File: src/rtl/inst_fetch_unit_pkg.sv
// Shared definitions for the instruction fetch path: state encoding, reset vector
// and the exception code the fetch unit raises.
package inst_fetch_unit_pkg;

  typedef enum logic [1:0] {
    ST_IDLE = 2'd0,
    ST_REQ  = 2'd1,
    ST_WAIT = 2'd2
  } fetch_state_e;

  localparam logic [31:0] RESET_VECTOR = 32'hbfc00000;
  localparam logic [4:0]  EXC_ADEL     = 5'h04;

  // Instruction fetches must be word aligned; anything else raises AdEL.
  function automatic logic is_misaligned(input logic [31:0] addr);
    return addr[1:0] != 2'b00;
  endfunction

endpackage

File: src/rtl/inst_fetch_unit_timeout_counter.sv
// Bus watchdog for one fetch: counts busy cycles and flags the last allowed one.
module fetch_timeout_counter (
  input  logic       clk,
  input  logic       reset,
  input  logic       clear,
  input  logic       enable,
  input  logic [7:0] limit,
  output logic       expired
);

  logic [7:0] count_q;
  logic [7:0] count_d;

  always_comb begin
    count_d = count_q;
    if (clear) begin
      count_d = '0;
    end else if (enable) begin
      count_d = count_q + 8'd1;
    end
  end

  // NOTE: state flops use <= so every flop samples the pre-edge values of the others.
  always_ff @(posedge clk) begin
    if (!reset) begin
      count_q <= '0;
    end else begin
      count_q <= count_d;
    end
  end

  assign expired = enable && (count_q == limit - 8'd1);

endmodule

File: src/rtl/inst_fetch_unit.sv
// Instruction fetch unit: one memory read per fetch_start, result held in the
// instruction register; reports AdEL on misaligned pc and a bus timeout.
module inst_fetch_unit
  import inst_fetch_unit_pkg::*;
#(
  parameter int unsigned TIMEOUT_CYCLES = 16,
  parameter logic [31:0] RESET_INST     = 32'h00000000
) (
  input  logic        clk,
  input  logic        reset,
  input  logic [31:0] pc,
  input  logic        fetch_start,
  output logic        inst_req,
  output logic [31:0] inst_addr,
  input  logic        inst_addr_ok,
  input  logic [31:0] inst_rdata,
  input  logic        inst_data_ok,
  output logic [31:0] instruction,
  output logic        fetch_done,
  output logic        fetch_busy,
  output logic        adel_ex,
  output logic        bus_err,
  output logic [31:0] bad_vaddr
);

  localparam logic [7:0] TIMER_LIMIT = 8'(TIMEOUT_CYCLES);

  fetch_state_e state_q, state_d;
  logic [31:0]  inst_addr_q, inst_addr_d;
  logic [31:0]  instruction_q, instruction_d;
  logic [31:0]  bad_vaddr_q, bad_vaddr_d;
  logic         fetch_done_q, fetch_done_d;
  logic         adel_ex_q, adel_ex_d;
  logic         bus_err_q, bus_err_d;
  logic         timer_clear;
  logic         timer_expired;

  assign fetch_busy = (state_q == ST_REQ) || (state_q == ST_WAIT);

  fetch_timeout_counter u_timer (
    .clk     (clk),
    .reset   (reset),
    .clear   (timer_clear),
    .enable  (fetch_busy),
    .limit   (TIMER_LIMIT),
    .expired (timer_expired)
  );

  // NOTE: every variable gets a default first so no path leaves it unassigned (no latch).
  always_comb begin
    state_d       = state_q;
    inst_addr_d   = inst_addr_q;
    instruction_d = instruction_q;
    bad_vaddr_d   = bad_vaddr_q;
    fetch_done_d  = 1'b0;
    adel_ex_d     = 1'b0;
    bus_err_d     = 1'b0;
    timer_clear   = 1'b0;

    unique case (state_q)
      ST_IDLE: begin
        if (fetch_start) begin
          if (is_misaligned(pc)) begin
            adel_ex_d   = 1'b1;
            bad_vaddr_d = pc;
          end else begin
            inst_addr_d = pc;
            timer_clear = 1'b1;
            state_d     = ST_REQ;
          end
        end
      end
      ST_REQ: begin
        // Completion is tested before the timer so a reply on the last cycle still lands.
        if (inst_addr_ok && inst_data_ok) begin
          instruction_d = inst_rdata;
          fetch_done_d  = 1'b1;
          state_d       = ST_IDLE;
        end else if (timer_expired) begin
          bus_err_d   = 1'b1;
          bad_vaddr_d = inst_addr_q;
          state_d     = ST_IDLE;
        end else if (inst_addr_ok) begin
          state_d = ST_WAIT;
        end
      end
      ST_WAIT: begin
        if (inst_data_ok) begin
          instruction_d = inst_rdata;
          fetch_done_d  = 1'b1;
          state_d       = ST_IDLE;
        end else if (timer_expired) begin
          bus_err_d   = 1'b1;
          bad_vaddr_d = inst_addr_q;
          state_d     = ST_IDLE;
        end
      end
      default: state_d = ST_IDLE;
    endcase
  end

  // NOTE: synchronous reset of every register, including the instruction register,
  // so a fetch abandoned by reset can never leave a stale word behind.
  always_ff @(posedge clk) begin
    if (!reset) begin
      state_q       <= ST_IDLE;
      inst_addr_q   <= '0;
      instruction_q <= RESET_INST;
      bad_vaddr_q   <= '0;
      fetch_done_q  <= 1'b0;
      adel_ex_q     <= 1'b0;
      bus_err_q     <= 1'b0;
    end else begin
      state_q       <= state_d;
      inst_addr_q   <= inst_addr_d;
      instruction_q <= instruction_d;
      bad_vaddr_q   <= bad_vaddr_d;
      fetch_done_q  <= fetch_done_d;
      adel_ex_q     <= adel_ex_d;
      bus_err_q     <= bus_err_d;
    end
  end

  assign inst_req    = (state_q == ST_REQ);
  assign inst_addr   = inst_addr_q;
  assign instruction = instruction_q;
  assign bad_vaddr   = bad_vaddr_q;
  assign fetch_done  = fetch_done_q;
  assign adel_ex     = adel_ex_q;
  assign bus_err     = bus_err_q;

endmodule

File: config.mk
export PLATFORM = sky130hd
export DESIGN_NAME = inst_fetch_unit
export DESIGN_NICKNAME = d
export VERILOG_FILES = /design/src/rtl/inst_fetch_unit_pkg.sv /design/src/rtl/inst_fetch_unit_timeout_counter.sv /design/src/rtl/inst_fetch_unit.sv
export SDC_FILE = /design/constraint.sdc
export NUM_CORES = 1
export LEC_CHECK = 0
export BUFFER_PORTS_ARGS = -buffer_cell sky130_fd_sc_hd__buf_2
export CORE_MARGIN = 3
export CORE_UTILIZATION = 35
export CTS_CLUSTER_DIAMETER = 40
export DETAILED_ROUTE_END_ITERATION = 6
export PLACE_DENSITY = 0.65
export SYNTH_ARGS = -nofsm -noshare
export SYNTH_HDL_FRONTEND = slang
export SYNTH_SLANG_ARGS = --single-unit
File: constraint.sdc
create_clock -name clk -period 2.1 [get_ports clk]
set_input_delay 0.105 -clock clk [delete_from_list [all_inputs] [get_ports clk]]
set_output_delay 0.105 -clock clk [all_outputs]
set_load 0.05 [all_outputs]
Word-level counts from Yosys, hierarchy flattened --
Index checks and enable logic that the tools add are counted.
Word-level totals: register bits 109, input port bits 69, output and inout bits 101, logic and storage cells 64
Operators by class: add/sub/neg operators 1, eq/ne operators 12, multiplexer cells 28, bitwise operators 2, reductions and logical operators 13
Operators by type and width (count):
- 32-bit 2-to-1 mux | 7
- 32-bit one-hot mux with 3 select lines | 1
- 32-bit one-hot mux with 2 select lines | 1
- 2-bit 2-to-1 mux | 7
- 2-bit != test (second input constant) | 6
- 1-bit 2-to-1 mux | 9
- 3-bit AND reduction | 3
- 8-bit by 1-bit adder with 8-bit output (second input constant) | 1
- 8-bit by 4-bit equality test with 1-bit output (second input constant) | 1
- 2-bit one-hot mux with 3 select lines | 1
- 5-bit AND reduction | 1
- 4-bit by 1-bit != test with 1-bit output (second input constant) | 1
- 1-bit one-hot mux with 2 select lines | 2
- 4-bit AND reduction | 1
- 2-bit nonzero test | 2
- 3-bit != test (second input constant) | 1
- 3-bit nonzero test | 1
- 2-bit by 1-bit equality test with 1-bit output (second input constant) | 1
- 2-bit equality test (second input constant) | 1
- 1-bit logical AND | 2
- 2-bit zero test | 1
- 2-bit by 1-bit != test with 1-bit output (second input constant) | 1
- 1-bit inverter | 2
- 2-bit OR reduction | 1
- 1-bit logical OR | 1

Longest topological paths before layout --
Gate-level depths: netlist of the first run.
depth in word-level cells 6, gate-level depth with buffers 9

By module --
A second synthesis of the first run with hierarchy kept.
Second synthesis, totals: cells, all modules 494, area total of the unflattened synthesis 4511.8 µm²
Modules (own cells, without submodules):
- inst_fetch_unit | times used 1, cells an instance 419, area each 3912.5 µm², seq. area each 2021.9 µm²
- fetch_timeout_counter | times used 1, cells an instance 75, area each 599.3 µm², seq. area each 160.2 µm²

Least setup slack after synthesis of the first run --
OpenSTA, ideal clock, no wires.
kind reg2reg, start point register state_q[0], end point register bad_vaddr_q[11], in the netlist bad_vaddr[11], library setup time 0.116 ns, arrival 2.114 ns, required time 1.984 ns, slack -0.131 ns, stages on the path, launching flop included 9, buffers on the path 2, period minus slack after synthesis 2.231 ns, cell sequence dfxtp_1 inv_1 ha_1 and4_4 buf_6 a22o_1 buf_1 nand3_1 o211a_1
Between the ends: longest elaborated chain between the ends 6, elaborated cells between the ends (all ways) 15, those cells by class eq/ne: 6; mux: 4; reduce/logical: 5
RTL lines:
- from (decl) | RTL line inst_fetch_unit.sv:28 | fetch_state_e state_q, state_d;
- from (signal assigned) | RTL line inst_fetch_unit.sv:114 | state_q <= state_d;
- 2-bit by 1-bit equality test with 1-bit output / 2-bit equality test (equally long branches) | RTL line inst_fetch_unit.sv:38 | assign fetch_busy = (state_q == ST_REQ) || (state_q == ST_WAIT);
- 1-bit logical OR (*) | RTL line inst_fetch_unit.sv:38
- named net fetch_busy | RTL line inst_fetch_unit.sv:20 | output logic fetch_busy,
- 1-bit logical AND (*) | RTL line inst_fetch_unit_timeout_counter.sv:32 | assign expired = enable && (count_q == limit - 8'd1);
- 32-bit 2-to-1 mux (*)
- 32-bit 2-to-1 mux, on equally long branches
- 32-bit one-hot mux with 3 select lines (*) | RTL line inst_fetch_unit.sv:60 | unique case (state_q)
- to (signal assigned) | RTL line inst_fetch_unit.sv:117 | bad_vaddr_q <= bad_vaddr_d;
- to (decl) | RTL line inst_fetch_unit.sv:31 | logic [31:0] bad_vaddr_q, bad_vaddr_d;
The timed path passes the listed nets; every way through them passes the cells marked *. The select of a mux whose other input is x is not followed. A chain may end at the register's enable or synchronous reset.

Worst setup path in the final report of the first run --
start point register state_q[1], end point output fetch_busy
Between the ends: longest elaborated chain between the ends 2, elaborated cells between the ends (all ways) 3, those cells by class eq/ne: 2; reduce/logical: 1
RTL lines (RTL line):
- 2-bit by 1-bit equality test with 1-bit output / 2-bit equality test (equally long branches) | inst_fetch_unit.sv:38
- 1-bit logical OR (*) | inst_fetch_unit.sv:38
- to (decl) | inst_fetch_unit.sv:20
Every way passes the cells marked *; elsewhere a longest branch is shown, timed or not.

==> impl_metrics.ini, run 1 <==
[run_status]
status = finished, final reports clean

[global_routing]
grt_start_max_net_pins = 47
track_usage_pct = 16.09
first_global_vias = 3786
grt_pass1_wl_um = 18910
antenna_found_initial = 0
grt.overflow.total = 0

[finish]
stdcell_area_sq_mm = 0.006061
final_common_cell = buf_2
final_cells = 808
fin_util_pct = 49.23
finalNetCount = 708
drive_above_1_share_pct = 31.25
diodes = 0
layout.cells.most_common_list = buf_2, dfxtp_1, nand2_1, mux2i_1, nand3_1
syn2layout_area_growth_pct = 33.78
fillers = 1182

[setup_path]
timing.critical_path.buf_inv = 3
crit_path_end_kind = output pin
cp_max_fo = 25
crit_type = flip-flop to output pin
crit_cells = 4
r2r_cells = 7
slowest_stage = buf_4
worstPathArrival_ns = 1.89
cp_data_required_time_ns = 2.00
path_delay_family = buffers and inverters
max_stage_delay_ns = 0.38
critPathLaunchType = flip-flop
crit_chain = inv_1 > ha_2 > buf_4 > buf_2

[power_and_ir_drop]
power_mw = 9.023
p_leak_nw = 3.134
vdd_drop_max_v = 0.0008035
p_per_area_mw_per_mm2 = 1489

[clock_tree]
root_buffer = clkbuf_16
cts_tree = done
cts.sink_count = 109
post-cts-setup-buffers = 0
numCtsBuffers = 9
ctsResizeCount = 0
clk_pin_slew_ns = 0.07
clk_latency_ns = 0.34
h-tree-depth = 3
clk_path_buf_depth = 2

[logic_synthesis]
avgSynthCellArea_sq_um = 9.936
yosys-mux-area-fraction_pct = 14.58
synth-seq-cells = 109
synthArstFlopShare_pct = 0
synth_compound_area_share_pct = 13.59
synth_area_sq_mm = 0.004531
synth_xor_area_share_pct = 1.353
synth_edf_count = 0
synth_flop_cell = dfxtp_1
ys_types = 31
yosys.area_share.simple_pct = 17.01
yosysWarnings = 0
synth_nets = 529
seq_area_frac_synth_pct = 48.16
synthAdderAreaFrac_pct = 1.105
synth_top_family_by_area = simple AND/OR/NAND/NOR gates
synth_cells = 456

[floorplan]
io-pin-count = 170
die_x_um = 119.8
start_util_pct = 36.80
num_rows = 40
coreArea_sq_mm = 0.01231
die-area_sq_mm = 0.01435
die_h_um = 119.8

[sta]
finalWorstSetupSlack_ns = 0.1097
min_period_ns = 1.990
finalMaxSlewViolations = 0
worst_pin_slew_ns = 0.6898
tns_ns = 0
holdWs_ns = 0.01587
rsz0062_at_grt = no
final-hold-violation-count = 0
finalCritPeriodShare_pct = 94.78
setup_viol = 0
slew_headroom_pct = 54.01
skew_ns = 0.004825
fmax_ghz = 0.5024

[detailed_routing]
drtPass1Iterations = 4
drc_errors = 0
viasPerCell = 4.765
vias = 3850
drt_iter0_drc = 144
ant_nets = 0
drt-total-wl_um = 11550
wire_per_inst_um = 14.30

[worst_hold_path]
hold_path_class = primary input to flip-flop
whs_path_depth = 3

[place]
preCtsSetupSlack_ns = 0.1679
finalWeightedCongestion = 0.7549
dp_hpwl_um = 8231
dp_cells = 770
port_buffers = 169
placedInstanceArea_sq_mm = 0.005539

[job]
drv_cap = 0
cell families (layout without fill, tap and decap cells):
logic type               Yosys count  count (layout)
flip-flops                       109             109
AO/OA/AOI/OAI                     71              71
buffers and inverters             38             222
AND/OR/NAND/NOR                  161             161
XOR/XNOR                           7               7
adder cells (fa/ha/maj)            4               4
multiplexers                      66              66
synth_stat cells, types with 3 or more instances:
library cell  count  area share, %
o211a_1          32            7.1
inv_1             3           0.25
xor2_1            3           0.58
clkbuf_1         20            1.7
mux2i_1          66             15
dfxtp_1         109             48
a21boi_1         30            5.0
nor2_1           13            1.1
nand3_1          35            3.9
nor2b_1          32            4.4
and3_1            3           0.41
xnor2_1           4           0.77
nand2_1          69            5.7
buf_6             5            1.2
ha_1              4            1.1
buf_2             8           0.88
worst paths after layout:
check,start,to,slack (ns)
min,pc[3],inst_addr[3],0.02
max reg2reg,state_q[1],bad_vaddr[10],0.18
min reg2reg,inst_addr[30],inst_addr[30],0.47
max,state_q[1],fetch_busy,0.11
repair_timing:
item	in CTS	in global routing
setup endpoints to repair	0	0
hold buffers	22	0
endpoints found under the hold margin	22	0
sequential cells by signal, indices dropped and copies added (netlist names):
register and flops:
bad_vaddr 32, adel_ex 1, bus_err 1, inst_addr 32, u_timer.count_q 8, instruction 32
state_q 2, fetch_done 1
report_power, final:
group	internal [mW]	leakage, nW	switching [mW]
clock	0.968	0.144	0.747
combinational	1.47	2.10	3.09
sequential	2.51	0.890	0.236
total	4.95	3.13	4.07
layer usage:
metal / GRT usage [%] / vias up / wire (um)
met5: 0 / - / 0
met4: 3.865 / 0 / 99
met3: 5.137 / 7 / 868
met2: 27.26 / 134 / 5441
met1: 19.95 / 1777 / 5143
li1: - / 1932 / -
cell type report:
| type | instances | area [sq um] | share of cell area, % |
|---|---|---|---|
| clock inverter | 4 | 55.05 | 0.9083 |
| multi-input combinational | 309 | 2175 | 35.88 |
| inverter | 3 | 11.26 | 0.1858 |
| clock buffer | 12 | 246.5 | 4.067 |
| tap | 168 | 210.2 | 3.468 |
| timing repair buffer | 203 | 1181 | 19.49 |
| sequential | 109 | 2182 | 36.00 |
worst min-delay path, cell delays in order:
cell      delay (ns)
buf_2           0.11
nand2_1         0.05
a21boi_1        0.05
No activity file was read; power rests on OpenSTA's default activity.
==> run 2, diff against run 1 <==
PLACE_DENSITY = 0.7   (was 0.65)
==> run 2 against run 1 <==
- non-clock buffer count increased by 17
- sequential power about the same
- largest cell class unchanged
- first-iteration DRC count increased by 37%
- via count increased by 5.1%
- final cell count increased by 2.1%
- clock power decreased by 6%
==> impl_metrics.ini, run 2 (synthesis results as in run 1) <==
[place]
placedInstanceArea_sq_mm = 0.005587
finalWeightedCongestion = 0.8027
port_buffers = 169
dp_hpwl_um = 8421

[setup_path]
worstPathArrival_ns = 2.11
r2r-start = state_q[1]
startpoint = state_q[1]
timing.critical_path.buf_inv = 2
crit_chain = inv_1 > ha_2 > buf_4 > nand4_1 > nor3_1 > xnor2_1 > nor2_1
max_stage_delay_ns = 0.36
cp_max_fo = 17
crit_path_end_kind = flip-flop
crit_type = flip-flop to flip-flop
slowest_stage = dfxtp_1
critPathLaunchType = flip-flop
path_delay_family = simple AND/OR/NAND/NOR gates
cp_data_required_time_ns = 2.34

[job]
drv_cap = 0

[clock_tree]
cts_tree = done
clk_latency_ns = 0.35
clk_path_buf_depth = 2
h-tree-depth = 3
numCtsBuffers = 9
root_buffer = clkbuf_16
cts.sink_count = 109
clk_pin_slew_ns = 0.07

[detailed_routing]
drt-total-wl_um = 12200
drtPass1Iterations = 4
drc_errors = 0
viasPerCell = 4.905
ant_nets = 0
wire_per_inst_um = 14.79
drt_iter0_drc = 197
vias = 4047

[sta]
rsz0062_at_grt = no
fmax_ghz = 0.5338
worst_pin_slew_ns = 0.5082
holdWs_ns = 0.01700
final-hold-violation-count = 0
tns_ns = 0
finalCritPeriodShare_pct = 89.20
slew_headroom_pct = 66.12
min_period_ns = 1.873
finalMaxSlewViolations = 0
setup_viol = 0
skew_ns = 0.006477

[global_routing]
grt_pass1_wl_um = 19580
antenna_found_initial = 0
grt.overflow.total = 0
first_global_vias = 4012
track_usage_pct = 16.72
grt_start_max_net_pins = 60

[floorplan]
start_util_pct = 36.80
coreArea_sq_mm = 0.01231
io-pin-count = 170
die_x_um = 119.8
num_rows = 40
die_h_um = 119.8
die-area_sq_mm = 0.01435

[power_and_ir_drop]
p_per_area_mw_per_mm2 = 1459
vdd_drop_max_v = 0.0006800
power_mw = 9.092
p_leak_nw = 3.204

[finish]
drive_above_1_share_pct = 31.20
diodes = 0
syn2layout_area_growth_pct = 37.56
finalNetCount = 725
final_common_cell = buf_2
layout.cells.most_common_list = buf_2, dfxtp_1, nand2_1, mux2i_1, dlygate4sd3_1
stdcell_area_sq_mm = 0.006232

[worst_hold_path]
min-delay-start = inst_rdata[3]
hold_path_class = primary input to flip-flop

[run_status]
status = finished, final reports clean
[run 2: changes by cell type in the layout (fill, tap and decap cells not counted), moves of 2 or more]
cell | previous run | this run
dlygate4sd3_1 | 22 | 36
clkinv_4 | 0 | 2
clkinvlp_4 | 1 | 3
clkbuf_1 | 2 | 0
buf_12 | 2 | 4
[run 2: routing by layer]
metal	share of wire (%)	routed length (um)	global-route usage, %
met5	0	0	0
met4	1.9	233	6.371
met3	6.8	831	4.571
met2	48	5797	28.32
met1	44	5338	20.22
[run 2: path summary, 6_finish.rpt]
| check | cells after the start | endpoint | slack [ns] |
|---|---|---|---|
| setup / recovery | 7 | u_timer.count_q[7] | 0.23 |
| hold / removal | 3 | instruction[3] | 0.02 |
| setup reg to reg | 7 | u_timer.count_q[7] | 0.23 |
| hold reg to reg | 2 | inst_addr[7] | 0.47 |
[run 2: per-stage QoR]
step | setup WS (ns) | util [%] | instances
global placement | 0.2900 | 45.38 | 773
CTS | 0.2099 | 50.62 | 825
floorplan | 0.02470 | - | 456
finish | 0.2267 | 50.62 | 825
global route | 0.07202 | 50.62 | 825
detailed placement | 0.2284 | 45.38 | 773
[run 2: final cells by class]
type | instances | area (sq um)
flip-flops and latches | 109 | 2182
repair buffers | 220 | 1369
multi-input cells | 309 | 2175
inverters | 3 | 11.26
fillers | 1085 | 6080
clock inverters | 7 | 60.06
well taps | 168 | 210.2
clock buffers | 9 | 225.2
[run 2: timing repair]
item                      in CTS  in global routing
resized for setup              0                  0
hold buffers                  36                  0
hold endpoints to repair      36                  0
setup buffers                  0                  0
[run 2: tightest hold or removal path, cell delays in order]
cell	delay, ns
buf_2	0.08
mux2i_1	0.06
nor2b_1	0.09
[run 2: power by group]
group	internal, mW	switching (mW)
Combinational	1.60	3.13
Sequential	2.51	0.248
Clock	0.821	0.790
Total	4.93	4.16
==> run 3, diff against run 2 <==
CORE_MARGIN = unset   (was 3)
==> run 3 against run 2 <==
- combinational power shrank 2%
- worst hold slack lost 0.0017 ns
- die area shrank 6.6%
- wire length shrank 5.5%
- sequential cell count is the same
- count of clock-buffer cells in the layout is the same
- non-clock buffer count shrank 11
- core utilization shrank 2.4 points
- sequential power is essentially flat
- critical path depth is the same
- maximum frequency shrank 1.3%
- largest cell class unchanged
==> impl_metrics.ini, run 3 (synthesis results as in run 1) <==
[sta]
min_period_ns = 1.898
slew_headroom_pct = 70.48
rsz0062_at_grt = no
final-hold-violation-count = 0
setup_viol = 0
tns_ns = 0
skew_ns = 0.007862
fmax_ghz = 0.5270
worst_pin_slew_ns = 0.4392
finalMaxSlewViolations = 0
finalCritPeriodShare_pct = 90.36

[floorplan]
start_util_pct = 35.90
num_rows = 41
coreArea_sq_mm = 0.01262
io-pin-count = 170
die-area_sq_mm = 0.01340
die_h_um = 115.8
die_x_um = 115.8

[setup_path]
cp_data_required_time_ns = 2.33
r2r-start = state_q[1]
critPathLaunchType = flip-flop
critPathCapture = bad_vaddr[11]
worstPathArrival_ns = 2.13
r2r-end = bad_vaddr[11]
startpoint = state_q[1]
reg2reg_slack_ns = 0.20
crit_path_end_kind = flip-flop
r2r_cells = 7
cp_max_fo = 19
crit_type = flip-flop to flip-flop

[place]
dp_hpwl_um = 8453
finalWeightedCongestion = 0.7849
placedInstanceArea_sq_mm = 0.005569
port_buffers = 169

[detailed_routing]
drc_errors = 0
ant_nets = 0
top_layer_used = met4
drt-total-wl_um = 11530
viasPerCell = 4.879
drt_iter0_drc = 207
wl_met1_um = 4971
wire_per_inst_um = 14.10
wl_met3_um = 779
vias = 3991
drtPass1Iterations = 4
met2_length_um = 5521

[global_routing]
grt.overflow.total = 0
grt_pass1_wl_um = 17340
grt_start_max_net_pins = 38
first_global_vias = 3654
track_usage_pct = 16.76
antenna_found_initial = 0

[power_and_ir_drop]
power_frac_comb_pct = 51.5
p_leak_nw = 3.154
seqPwrFrac_pct = 30.6
p_switching_mw = 4.139
p_per_area_mw_per_mm2 = 1479
vdd_drop_max_v = 0.0005513
pwr-share-clk_pct = 17.9
internal_power_mw = 4.857
p_sw_share_pct = 46.01

[finish]
layout.cells.most_common_list = buf_2, dfxtp_1, nand2_1, mux2i_1, nand3_1
syn2layout_area_growth_pct = 34.27
stdcell_area_sq_mm = 0.006083
drive_above_1_share_pct = 32.04
finalNetCount = 714
multi_input_area_sq_mm = 0.002175
ff_latch_area_sq_mm = 0.002182
diodes = 0
final_common_cell = buf_2
fillers = 1180

[clock_tree]
numCtsBuffers = 9
h-tree-depth = 3
cts.sink_count = 109
clk_path_buf_depth = 2
root_buffer = clkbuf_16
clk_latency_ns = 0.35
clk_pin_slew_ns = 0.07
ctsResizeCount = 0
cts_tree = done

[worst_hold_path]
hold_path_class = primary input to flip-flop

[run_status]
status = finished, final reports clean

[job]
drv_cap = 0
[run 3: metrics by stage]
stage               hold WS, ns  util, %  instances  worst slack, ns  power (mW)
CTS                   0.0002251    48.21        818           0.1989       9.075
floorplan                0.2399        -        456          0.02470       6.388
global route           0.006266    48.21        818          0.06516       9.508
global placement         0.3562    44.13        779           0.2576       7.289
finish                  0.01535    48.21        818           0.2025       8.997
detailed placement       0.3634    44.13        779           0.2149       7.412
[run 3: power groups by stage]
stage                     clock, mW  sequential, mW  combinational, mW
after floorplan                   0            4.17               2.21
after global placement            0            2.78               4.51
after detailed placement          0            2.80               4.61
after CTS                      1.67            2.75               4.65
after global routing           1.77            2.80               4.94
final                          1.61            2.76               4.63
[run 3: critical path: stages, from the launching register on]
cell	delay (ns)
dfxtp_1	0.37
inv_1	0.08
ha_2	0.36
and4_4	0.25
a22o_1	0.19
buf_4	0.27
nand3_1	0.11
o211a_1	0.14
[run 3: area by class of cell]
| class | count | area share (%) |
|---|---|---|
| multi-input cells | 309 | 35.75 |
| well taps | 172 | 3.538 |
| clock buffers | 9 | 3.702 |
| inverters | 3 | 0.1851 |
| repair buffers | 209 | 19.99 |
| clock inverters | 7 | 0.9667 |
| flip-flops and latches | 109 | 35.87 |
[run 3: repair_timing]
action,4_1_cts,5_1_grt
hold buffers,23,0
setup endpoints to repair,0,0
buffers inserted,0,0
hold endpoints to repair,23,0
[run 3: layer usage]
layer / vias up / GRT usage (%)
met3: 19 / 4.132
met4: 0 / 8.974
met2: 148 / 29.25
li1: 1950 / -
met1: 1874 / 18.82
met5: - / 0
[run 3: how the worst min path moves through the flow]
stage	from	to	slack [ns]	cells after the start
6_report	pc[27]	inst_addr[27]	0.02	3
5_1_grt	inst_rdata[10]	instruction[10]	0.006	3
4_1_cts	pc[27]	inst_addr[27]	0.0002	3
3_5_place_dp	pc[22]	inst_addr[22]	0.36	3
3_3_place_gp	pc[28]	inst_addr[28]	0.36	3
2_1_floorplan	pc[10]	inst_addr[10]	0.24	2
